File: config.mk
export PLATFORM = sky130hd
export DESIGN_NAME = vend_ctrl
export DESIGN_NICKNAME = d
export VERILOG_FILES = /design/src/rtl/vend_ctrl.sv
export SDC_FILE = /design/constraint.sdc
export NUM_CORES = 1
export LEC_CHECK = 0
export ABC_AREA = 0
export ABC_CLOCK_PERIOD_IN_PS = 4810
export CAP_MARGIN = 20
export CORE_UTILIZATION = 40
export CTS_CLUSTER_DIAMETER = 60
export DETAILED_ROUTE_END_ITERATION = 12
export GPL_TIMING_DRIVEN = 0
export PLACE_DENSITY = 0.65
export SYNTH_ARGS = -nofsm -noshare
export SYNTH_HDL_FRONTEND = slang
export SYNTH_SLANG_ARGS = --single-unit
File: constraint.sdc
create_clock -name clk -period 4.81 [get_ports clk]
set_input_delay 0.962 -clock clk [delete_from_list [all_inputs] [get_ports clk]]
set_output_delay 0.962 -clock clk [all_outputs]
set_load 0.02 [all_outputs]
File: src/rtl/vend_ctrl.sv
// Multi-product vending controller: coin credit, priced selection, dispense and change handshakes.
// Optional inactivity auto-refund is compiled in with `define VEND_TIMEOUT_EN.
module vend_ctrl #(
  parameter int                   N_PROD     = 4,
  parameter int                   CW         = 6,
  parameter logic [N_PROD*CW-1:0] PRICES     = {6'd15, 6'd12, 6'd9, 6'd7},
  parameter int                   MAX_CREDIT = 31,
  parameter int                   TIMEOUT    = 100,
  localparam int                  SW         = (N_PROD > 1) ? $clog2(N_PROD) : 1
) (
  input  logic          clk,
  input  logic          reset,
  input  logic          coin_valid,
  input  logic [CW-1:0] coin_value,
  input  logic          sel_valid,
  input  logic [SW-1:0] sel_id,
  input  logic          cancel,
  output logic          vend_valid,
  output logic [SW-1:0] vend_id,
  input  logic          vend_ready,
  output logic          change_valid,
  output logic [CW-1:0] change_amt,
  input  logic          change_ready,
  output logic          coin_reject,
  output logic [CW-1:0] credit,
  output logic          busy
);

  // Handshakes: a transfer happens on a rising edge where valid and ready are both high;
  // valid and its payload hold steady until that edge, and ready may toggle freely.

  if (N_PROD < 1) begin : g_bad_nprod
    $error("vend_ctrl: N_PROD must be at least 1");
  end
  if (TIMEOUT < 1) begin : g_bad_timeout
    $error("vend_ctrl: TIMEOUT must be at least 1");
  end
  if (MAX_CREDIT > (2 ** CW) - 1) begin : g_bad_max
    $error("vend_ctrl: MAX_CREDIT does not fit in CW bits");
  end

  typedef enum logic [1:0] {S_IDLE, S_CREDIT, S_VEND, S_CHANGE} state_t;

  localparam logic [CW:0] MAX_C = (CW + 1)'(MAX_CREDIT);

  state_t        r_state, w_state_nx;
  logic [CW-1:0] r_credit, w_credit_nx;
  logic [SW-1:0] r_vend_id, w_vend_id_nx;
  logic [CW-1:0] r_change_amt, w_change_amt_nx;
  logic          r_vend_valid, r_change_valid, r_coin_reject, r_busy;
  logic          w_reject_nx;

  logic [CW:0]   w_sum;
  logic          w_coin_nz, w_coin_ok;
  logic [CW-1:0] w_price;
  logic          w_sel_ok;
  logic          w_timeout;

  assign w_sum     = {1'b0, r_credit} + {1'b0, coin_value};
  assign w_coin_nz = coin_valid && (coin_value != '0);
  assign w_coin_ok = w_coin_nz && (w_sum <= MAX_C);

  // Table lookup by comparison so out-of-range ids simply fail to match.
  always_comb begin
    w_price  = '0;
    w_sel_ok = 1'b0;
    for (int i = 0; i < N_PROD; i++) begin
      if (sel_id == SW'(i)) begin
        w_price  = PRICES[i*CW +: CW];
        w_sel_ok = 1'b1;
      end
    end
  end

`ifdef VEND_TIMEOUT_EN
  localparam int TW = $clog2(TIMEOUT + 1);
  logic [TW-1:0] r_cnt;

  assign w_timeout = (r_cnt == TW'(TIMEOUT));

  always_ff @(posedge clk or posedge reset) begin
    if (reset) begin
      r_cnt <= '0;
    end else if (r_state != S_CREDIT || coin_valid || sel_valid) begin
      r_cnt <= '0;
    end else if (!w_timeout) begin
      r_cnt <= r_cnt + 1'b1;
    end
  end
`else
  assign w_timeout = 1'b0;
`endif

  always_comb begin
    w_state_nx      = r_state;
    w_credit_nx     = r_credit;
    w_vend_id_nx    = r_vend_id;
    w_change_amt_nx = r_change_amt;
    w_reject_nx     = 1'b0;
    case (r_state)
      S_IDLE: begin
        if (w_coin_ok) begin
          w_credit_nx = coin_value;
          w_state_nx  = S_CREDIT;
        end else begin
          w_reject_nx = w_coin_nz;
        end
      end
      S_CREDIT: begin
        if (cancel) begin
          w_reject_nx     = w_coin_nz;
          w_change_amt_nx = r_credit;
          w_state_nx      = S_CHANGE;
        end else if (w_coin_ok) begin
          w_credit_nx = w_sum[CW-1:0];
        end else begin
          w_reject_nx = w_coin_nz;
          if (sel_valid && w_sel_ok && (r_credit >= w_price)) begin
            w_vend_id_nx = sel_id;
            w_credit_nx  = r_credit - w_price;
            w_state_nx   = S_VEND;
          end else if (!coin_valid && !sel_valid && w_timeout) begin
            w_change_amt_nx = r_credit;
            w_state_nx      = S_CHANGE;
          end
        end
      end
      S_VEND: begin
        w_reject_nx = w_coin_nz;
        if (vend_ready) begin
          if (r_credit != '0) begin
            w_change_amt_nx = r_credit;
            w_state_nx      = S_CHANGE;
          end else begin
            w_state_nx = S_IDLE;
          end
        end
      end
      S_CHANGE: begin
        w_reject_nx = w_coin_nz;
        if (change_ready) begin
          w_credit_nx     = '0;
          w_change_amt_nx = '0;
          w_state_nx      = S_IDLE;
        end
      end
      default: w_state_nx = S_IDLE;
    endcase
  end

  // Every output is a flop loaded from the next-state decode.
  always_ff @(posedge clk or posedge reset) begin
    if (reset) begin
      r_state        <= S_IDLE;
      r_credit       <= '0;
      r_vend_id      <= '0;
      r_change_amt   <= '0;
      r_vend_valid   <= 1'b0;
      r_change_valid <= 1'b0;
      r_coin_reject  <= 1'b0;
      r_busy         <= 1'b0;
    end else begin
      r_state        <= w_state_nx;
      r_credit       <= w_credit_nx;
      r_vend_id      <= w_vend_id_nx;
      r_change_amt   <= w_change_amt_nx;
      r_vend_valid   <= (w_state_nx == S_VEND);
      r_change_valid <= (w_state_nx == S_CHANGE);
      r_coin_reject  <= w_reject_nx;
      r_busy         <= (w_state_nx != S_IDLE);
    end
  end

  assign vend_valid   = r_vend_valid;
  assign vend_id      = r_vend_id;
  assign change_valid = r_change_valid;
  assign change_amt   = r_change_amt;
  assign coin_reject  = r_coin_reject;
  assign credit       = r_credit;
  assign busy         = r_busy;

endmodule

; After elaboration in Yosys (flattened, before gate mapping)
; Index checks and enable logic that the tools add are counted.
[word_totals]
regBits = 20
latchBits = 0
ram_bits = 0
romBits = 0
in_bits = 15
output_inout_bits = 18
wordCells = 73
memories = 0
[op_classes]
add_sub_neg = 2
n_mul = 0
n_div = 0
order_cmp = 2
eq_ne = 15
shifts = 0
n_mux = 29
bitwise = 2
n_reduce_logical = 15
[op_table]
columns = operator, count
row1 = $mux W6, 9
row2 = $pmux W6 S3, 2
row3 = $mux W2, 7
row4 = $eq A2 B2 Y1 const B, 6
row5 = $ne A2 B2 Y1 const B, 6
row6 = $reduce_bool A6 Y1, 2
row7 = $reduce_and A5 Y1, 2
row8 = $mux W4, 2
row9 = $pmux W2 S4, 1
row10 = $add A6 B6 Y7, 1
row11 = $le A7 B5 Y1 const B, 1
row12 = $ge A6 B6 Y1, 1
row13 = $mux W1, 6
row14 = $reduce_bool A3 Y1, 2
row15 = $sub A6 B6 Y6, 1
row16 = $eq A2 B1 Y1 const B, 2
row17 = $logic_and A1 B1 Y1, 4
row18 = $logic_not A2 Y1, 2
row19 = $reduce_and A4 Y1, 1
row20 = $mux W3, 1
row21 = $ne A3 B3 Y1 const B, 1
row22 = $pmux W1 S3, 1
row23 = $not A1 Y1, 2
row24 = $reduce_bool A2 Y1, 1
row25 = $reduce_or A2 Y1, 1

; Depth between registers and ports, before layout
; Gate-level depths: netlist of run 1.
[depth]
ltp_word = 12
mapped_depth = 12
mapped_depth_nobuf = 12

; Worst setup path after synthesis of run 1
; No wires, ideal clock.
[synth_timing]
path_type = input-to-reg
startpoint = in sel_id[0]
endpoint = reg r_credit[0] (netlist: credit[0])
setup_ns = 0.147
arrival_ns = 2.939
t_required_ns = 4.663
setup_slack_ns = 1.724
cell_stages = 12
n_path_buf = 0
cell_sequence = inv_1 ha_1 inv_1 ha_1 inv_1 fa_1 a21o_1 a21oi_1 a31oi_1 o21a_1 o211ai_1 o221ai_1
[synth_between]
elab_chain_cells = 10
elab_cells_between_ends = 22
cone_classes = add/sub (1) / order compare (1) / eq/ne (4) / mux (12) / reduce/logical (4)
[synth_lines]
columns = item, line
row1 = "start, declared", 16  ; input logic [SW-1:0] sel_id,
row2 = $logic_not A2 Y1, 68  ; if (sel_id == SW'(i)) begin
row3 = $mux W3, 68
row4 = $mux W4 (2 in series), 68
row5 = $mux W6, 68
row6 = $sub A6 B6 Y6, 120  ; w_credit_nx = r_credit - w_price;
row7 = $mux W6, 118  ; if (sel_valid && w_sel_ok && (r_credit >= w_price)) begin
row8 = $mux W6, 114  ; end else if (w_coin_ok) begin
row9 = $mux W6, 110  ; if (cancel) begin
row10 = $pmux W6 S3, 100  ; case (r_state)
row11 = "end signal, assigned", 164  ; r_credit <= w_credit_nx;
row12 = "end, declared", 47  ; logic [CW-1:0] r_credit, w_credit_nx;
; Parallel ways exist; a longest one is shown, timed or not. The select of a mux whose other input is x is not followed.
; A chain may end at the register's enable or synchronous reset.

; Worst setup path after layout of run 1
[layout_timing]
startpoint = in sel_id[0]
endpoint = reg r_credit[1] (netlist: credit[1])
; The elaborated chain is that of the path after synthesis.

==> qor.yml, run 1 <==
yosys:
  syn-num-nets: 199
  yosys_register_bits: 20
  synth_ff_type: "dfrtp_1"
  synth.largest_area_cell: "dfrtp_1"
  syn-cell-area_sq_um: 1550
  synthTopCellsByArea: "dfrtp_1, ha_1, nand2_1, o21ai_0, mux2i_1"
  yosysSeqAreaShare_pct: 32.3
  synth_top_area_share_pct: 32.3
  synth_edf_count: 0
  async_flop_share_pct: 100
  synth-warning-count: 0
  syn-instance-count: 169
  avgSynthCellArea_sq_um: 9.17
  synth_cell_types: 45
placement:
  hpwl_mm: 2.93
  pre_cts_ws_ns: 0.939
  placed_cell_area_sq_um: 1930
  place_congestion: 0.834
  port_buffers: 32
worst_setup_path:
  r2r-end: "credit[1]"
  r2r_slack_ns: 2.08
  crit_fanout: 5
  startpoint_type: "input pin"
  cp-end-kind: "register"
  arrival_ns: 3.78
  crit_type: "input pin to register"
  reg2reg_from: "credit[0]"
  required_ns: 4.93
  rr_worst_depth: 10
final_layout:
  final_area_sq_um: 2000
  n_antenna_cell: 0
  area_delta_synth_final_pct: 29.2
  final_common_cell: "clkdlybuf4s50_1"
  layout_common_cells: "clkdlybuf4s50_1, dfrtp_1, nand2_1"
  fin_nets: 236
  drive_above_1_share_pct: 10.2
floorplan:
  ios: 33
  die_w_um: 64.2
  die_h_um: 64.2
  dieArea_sq_um: 4130
  initial_utilization_pct: 42.0
  row_count: 22
  core-area_sq_um: 3690
sta:
  min_period_ns: 3.66
  hold_viol: 0
  relSlewSlack_pct: 49.6
  skew_ns: 0.00160
  rsz0062_at_grt: "false"
  max_clock_freq_ghz: 0.273
  hold_slack_ns: 0.486
  finalSetupTns_ns: 0
  final_max_slew_viol_count: 0
  final-setup-viol-count: 0
  setup_ws_ns: 1.15
  worst_pin_slew_ns: 0.755
  min_period_over_period_pct: 76.1
drt:
  firstDrtPassIters: 4
  drtIter0Drc: 50
  viasPerCell: 5.55
  vias: 1405
  wire_per_inst_um: 14.8
  drt-total-wl_mm: 3.75
  ant_nets: 0
  drc: 0
clock_tree:
  cts-root-buf: "clkbuf_8"
  clk_latency_ns: 0.27
  clockBufferDepth: 2
  post_cts_buffers: 0
  cts_resized: 0
  cts-buffers-inserted: 3
  htreeDepth: 1
  numClockSinks: 20
  cts_tree: "built"
  clk_pin_slew_ns: 0.08
  cts_hold_buf: 0
power:
  p_per_area_nw_per_um2: 566
  p_leak_uw: 0.000898
  peakVddDrop_v: 0.000347
min_path:
  hp-class: "register to register"
  whs_endpoint: "change_amt[1]"
  min_path_cells: 2
  holdCritStartpoint: "change_amt[1]"
outcome:
  status: "complete, no violations"
grt:
  grt_use_total_pct: 20.0
  grt_max_degree: 21
  antenna_found_initial: 0
  grt_pass1_wl_mm: 6.38
  overflow: 0
  grt_pass1_vias: 1434
job:
  drv_cap: 0
## how the worst max path moves through the flow
stage          startpoint  slack [ns]   endpoint  cells after the start
6_report        sel_id[0]        1.15  credit[1]                     13
3_5_place_dp    sel_id[0]        0.94  credit[1]                     13
2_1_floorplan   sel_id[0]        1.72  credit[0]                     12
4_1_cts         sel_id[0]        1.20  credit[0]                     13
3_3_place_gp    sel_id[0]        0.94  credit[0]                     13
5_1_grt         sel_id[0]        0.97  credit[0]                     13
## stage by stage
stage / instances / power, uW / utilization (%)
2_1_floorplan: 169 / 732 / -
3_3_place_gp: 249 / 943 / 52.3
6_report: 253 / 1130 / 54.2
5_1_grt: 253 / 1220 / 54.2
3_5_place_dp: 249 / 958 / 52.3
4_1_cts: 253 / 1130 / 54.2
## power by group
group          leakage, uW  internal (uW)  switching (uW)  total [uW]
Combinational     0.000606            297             371         668
Sequential        0.000257            233            57.8         290
Clock            0.0000357            111            63.7         175
## registers in the layout, indices dropped and copies added (netlist names)
register and flops:
change_amt 6, credit 6, r_state 2, vend_id 2
busy 1, change_valid 1, coin_reject 1, vend_valid 1
## cell usage after synthesis, types with 3 or more instances
master     n
dfrtp_1   20
nand2_1   18
ha_1      13
inv_1     13
o21ai_0   12
a21oi_1    8
nand3_1    7
nor2_1     6
o211ai_1   6
mux2i_1    5
nand3b_1   4
nor2b_1    4
o21a_1     4
a21o_1     3
xor2_1     3
## layout make-up
cell class	instances	area [sq um]
plain buffers	4	21.3
well taps	48	60.1
clock inverters	1	30.0
clock buffers	3	41.3
flip-flops and latches	20	500
repair buffers	32	320
fillers	350	1690
multi-input cells	132	978
inverters	13	48.8
## worst max-delay path, stage by stage
cell and delay [ns]:
clkdlybuf4s50_1 0.50, inv_1 0.07, ha_1 0.19, inv_1 0.05, ha_1 0.13, inv_1 0.06
fa_1 0.40, a21o_1 0.20, a21oi_1 0.26, a31oi_1 0.15, o21a_1 0.20, o211ai_1 0.41
o221ai_1 0.21
## logic make-up (layout without fill, tap and decap cells)
logic type | after synthesis | after routing | share of synthesized area (%)
flip-flops | 20 | 20 | 32.3
buffers and inverters | 17 | 53 | 4.52
AND/OR/NAND/NOR | 54 | 54 | 19.4
adder cells (fa/ha/maj) | 15 | 15 | 13.1
AO/OA/AOI/OAI | 51 | 51 | 23.2
XOR/XNOR | 5 | 5 | 2.83
multiplexers | 7 | 7 | 4.69
## metal layers
layer	share of wire (%)	wire length, um	track usage [%]
met4	1.3	50	7.22
met3	4.8	179	3.93
met2	46	1730	33.6
met5	0	0	0
met1	48	1780	25.3
Note: power is estimated with default switching activity, not from simulation.
==> run 2, diff against run 1 <==
Settings changed: ABC_CLOCK_PERIOD_IN_PS 4810 to 3050, PLACE_DENSITY 0.65 to 0.68.
Clock period 4.81 ns to 3.05 ns, I/O delays scaled along.
==> qor.yml, run 2 (synthesis gave the netlist of run 1 again) <==
clock_tree:
  cts_tree: "built"
  clockBufferDepth: 2
  htreeDepth: 1
  cts-root-buf: "clkbuf_8"
  numClockSinks: 20
  clk_pin_slew_ns: 0.08
  cts-buffers-inserted: 3
  clk_latency_ns: 0.26
  cts_hold_buf: 0
drt:
  met2_wirelength_mm: 1.91
  vias: 1423
  met3_wirelength_um: 217
  drtIter0Drc: 54
  drt-total-wl_mm: 3.87
  drt-met1-wl_mm: 1.70
  top_layer_used: "met4"
  firstDrtPassIters: 4
  ant_nets: 0
  wire_per_inst_um: 15.1
  drc: 0
  viasPerCell: 5.56
final_layout:
  layout_common_cells: "clkdlybuf4s50_1, dfrtp_1, nand2_1"
  area_delta_synth_final_pct: 32.6
  final_common_cell: "clkdlybuf4s50_1"
  n_antenna_cell: 0
  fin_cells: 256
  drive_above_1_share_pct: 13.0
  n_fill_cell: 361
  fin_nets: 239
job:
  drv_cap: 0
power:
  swShare_pct: 43.3
  clkPwrFrac_pct: 14.7
  p_int_uw: 1040
  p_per_area_nw_per_um2: 890
  seqPwrFrac_pct: 25.0
  p_sw_uw: 791
  p_total_uw: 1830
  peakVddDrop_v: 0.000449
  p_leak_uw: 0.000928
  combPwrFrac_pct: 60.3
sta:
  max_clock_freq_ghz: 0.341
  final_max_slew_viol_count: 0
  final-setup-viol-count: 0
  worst_pin_slew_ns: 0.771
  skew_ns: 0.00338
  min_period_over_period_pct: 96.0
  hold_viol: 0
  min_period_ns: 2.93
  hold_slack_ns: 0.482
  relSlewSlack_pct: 48.6
  finalSetupTns_ns: 0
floorplan:
  dieArea_sq_um: 4130
  die_h_um: 64.2
  die_w_um: 64.2
  core-area_sq_um: 3690
  ios: 33
  initial_utilization_pct: 42.0
  row_count: 22
placement:
  placedCellCount: 249
  place_congestion: 0.879
  hpwl_mm: 2.98
  port_buffers: 32
grt:
  grt_use_total_pct: 20.5
  grt_max_degree: 21
  grt_pass1_wl_mm: 6.58
  grt_pass1_vias: 1451
  overflow: 0
  antenna_found_initial: 0
min_path:
  hp-class: "register to register"
worst_setup_path:
  crit_fanout: 5
  crit_type: "input pin to register"
  arrival_ns: 3.07
  required_ns: 3.19
  startpoint_type: "input pin"
  cp-end-kind: "register"
outcome:
  status: "complete, no violations"
run 2: per-layer routing:
| metal | vias up | GRT usage (%) |
|---|---|---|
| li1 | 700 | - |
| met1 | 668 | 25.3 |
| met2 | 49 | 36.0 |
| met3 | 6 | 3.93 |
| met4 | 0 | 5.56 |
| met5 | - | 0 |
run 2: what timing repair did:
item / 4_1_cts / 5_1_grt
buffers inserted: 1 / 2
pin swaps: 2 / 3
resized for setup: 2 / 3
cloned: 0 / 0
endpoints found under the setup margin: 7 / 8
run 2: final timing paths:
check | startpoint | end | slack, ns | cells after the start
hold reg to reg | change_amt[5] | change_amt[5] | 0.48 | 2
setup / recovery | sel_id[1] | credit[0] | 0.12 | 11
hold / removal | change_amt[5] | change_amt[5] | 0.48 | 2
setup reg to reg | credit[1] | credit[0] | 0.55 | 9
min in group asynchronous | reset | r_state[1] | 0.79 | 2
max in group asynchronous | reset | credit[3] | 1.78 | 2
run 2: area by class of cell:
type	instances	area (sq um)	share of cell area, %
sequential	20	500	24.4
buffer	4	21.3	1.04
inverter	13	48.8	2.38
tap	48	60.1	2.92
timing repair buffer	35	358	17.4
multi-input combinational	132	995	48.4
clock inverter	1	30.0	1.46
clock buffer	3	41.3	2.01
run 2: critical path, stage by stage:
cell             delay, ns
clkdlybuf4s50_1       0.49
inv_1                 0.07
ha_1                  0.32
fa_2                  0.38
a21o_1                0.20
a21oi_2               0.17
a31oi_1               0.13
o21a_1                0.21
o211ai_1              0.19
buf_4                 0.17
o221ai_1              0.12
run 2: stage by stage:
stage,utilization (%),area (sq um),worst slack [ns]
floorplan,-,1550,0.316
global placement,52.3,1930,-0.468
detailed placement,52.3,1930,-0.496
CTS,54.7,2020,0.00390
global route,55.7,2050,-0.0307
finish,55.7,2050,0.121
run 2: power by group through the flow:
stage | Sequential, uW | Clock [uW] | Combinational, uW
2_1_floorplan | 548 | 0 | 607
3_3_place_gp | 458 | 0 | 1030
3_5_place_dp | 464 | 0 | 1050
4_1_cts | 457 | 269 | 1070
5_1_grt | 472 | 285 | 1210
6_report | 457 | 270 | 1100
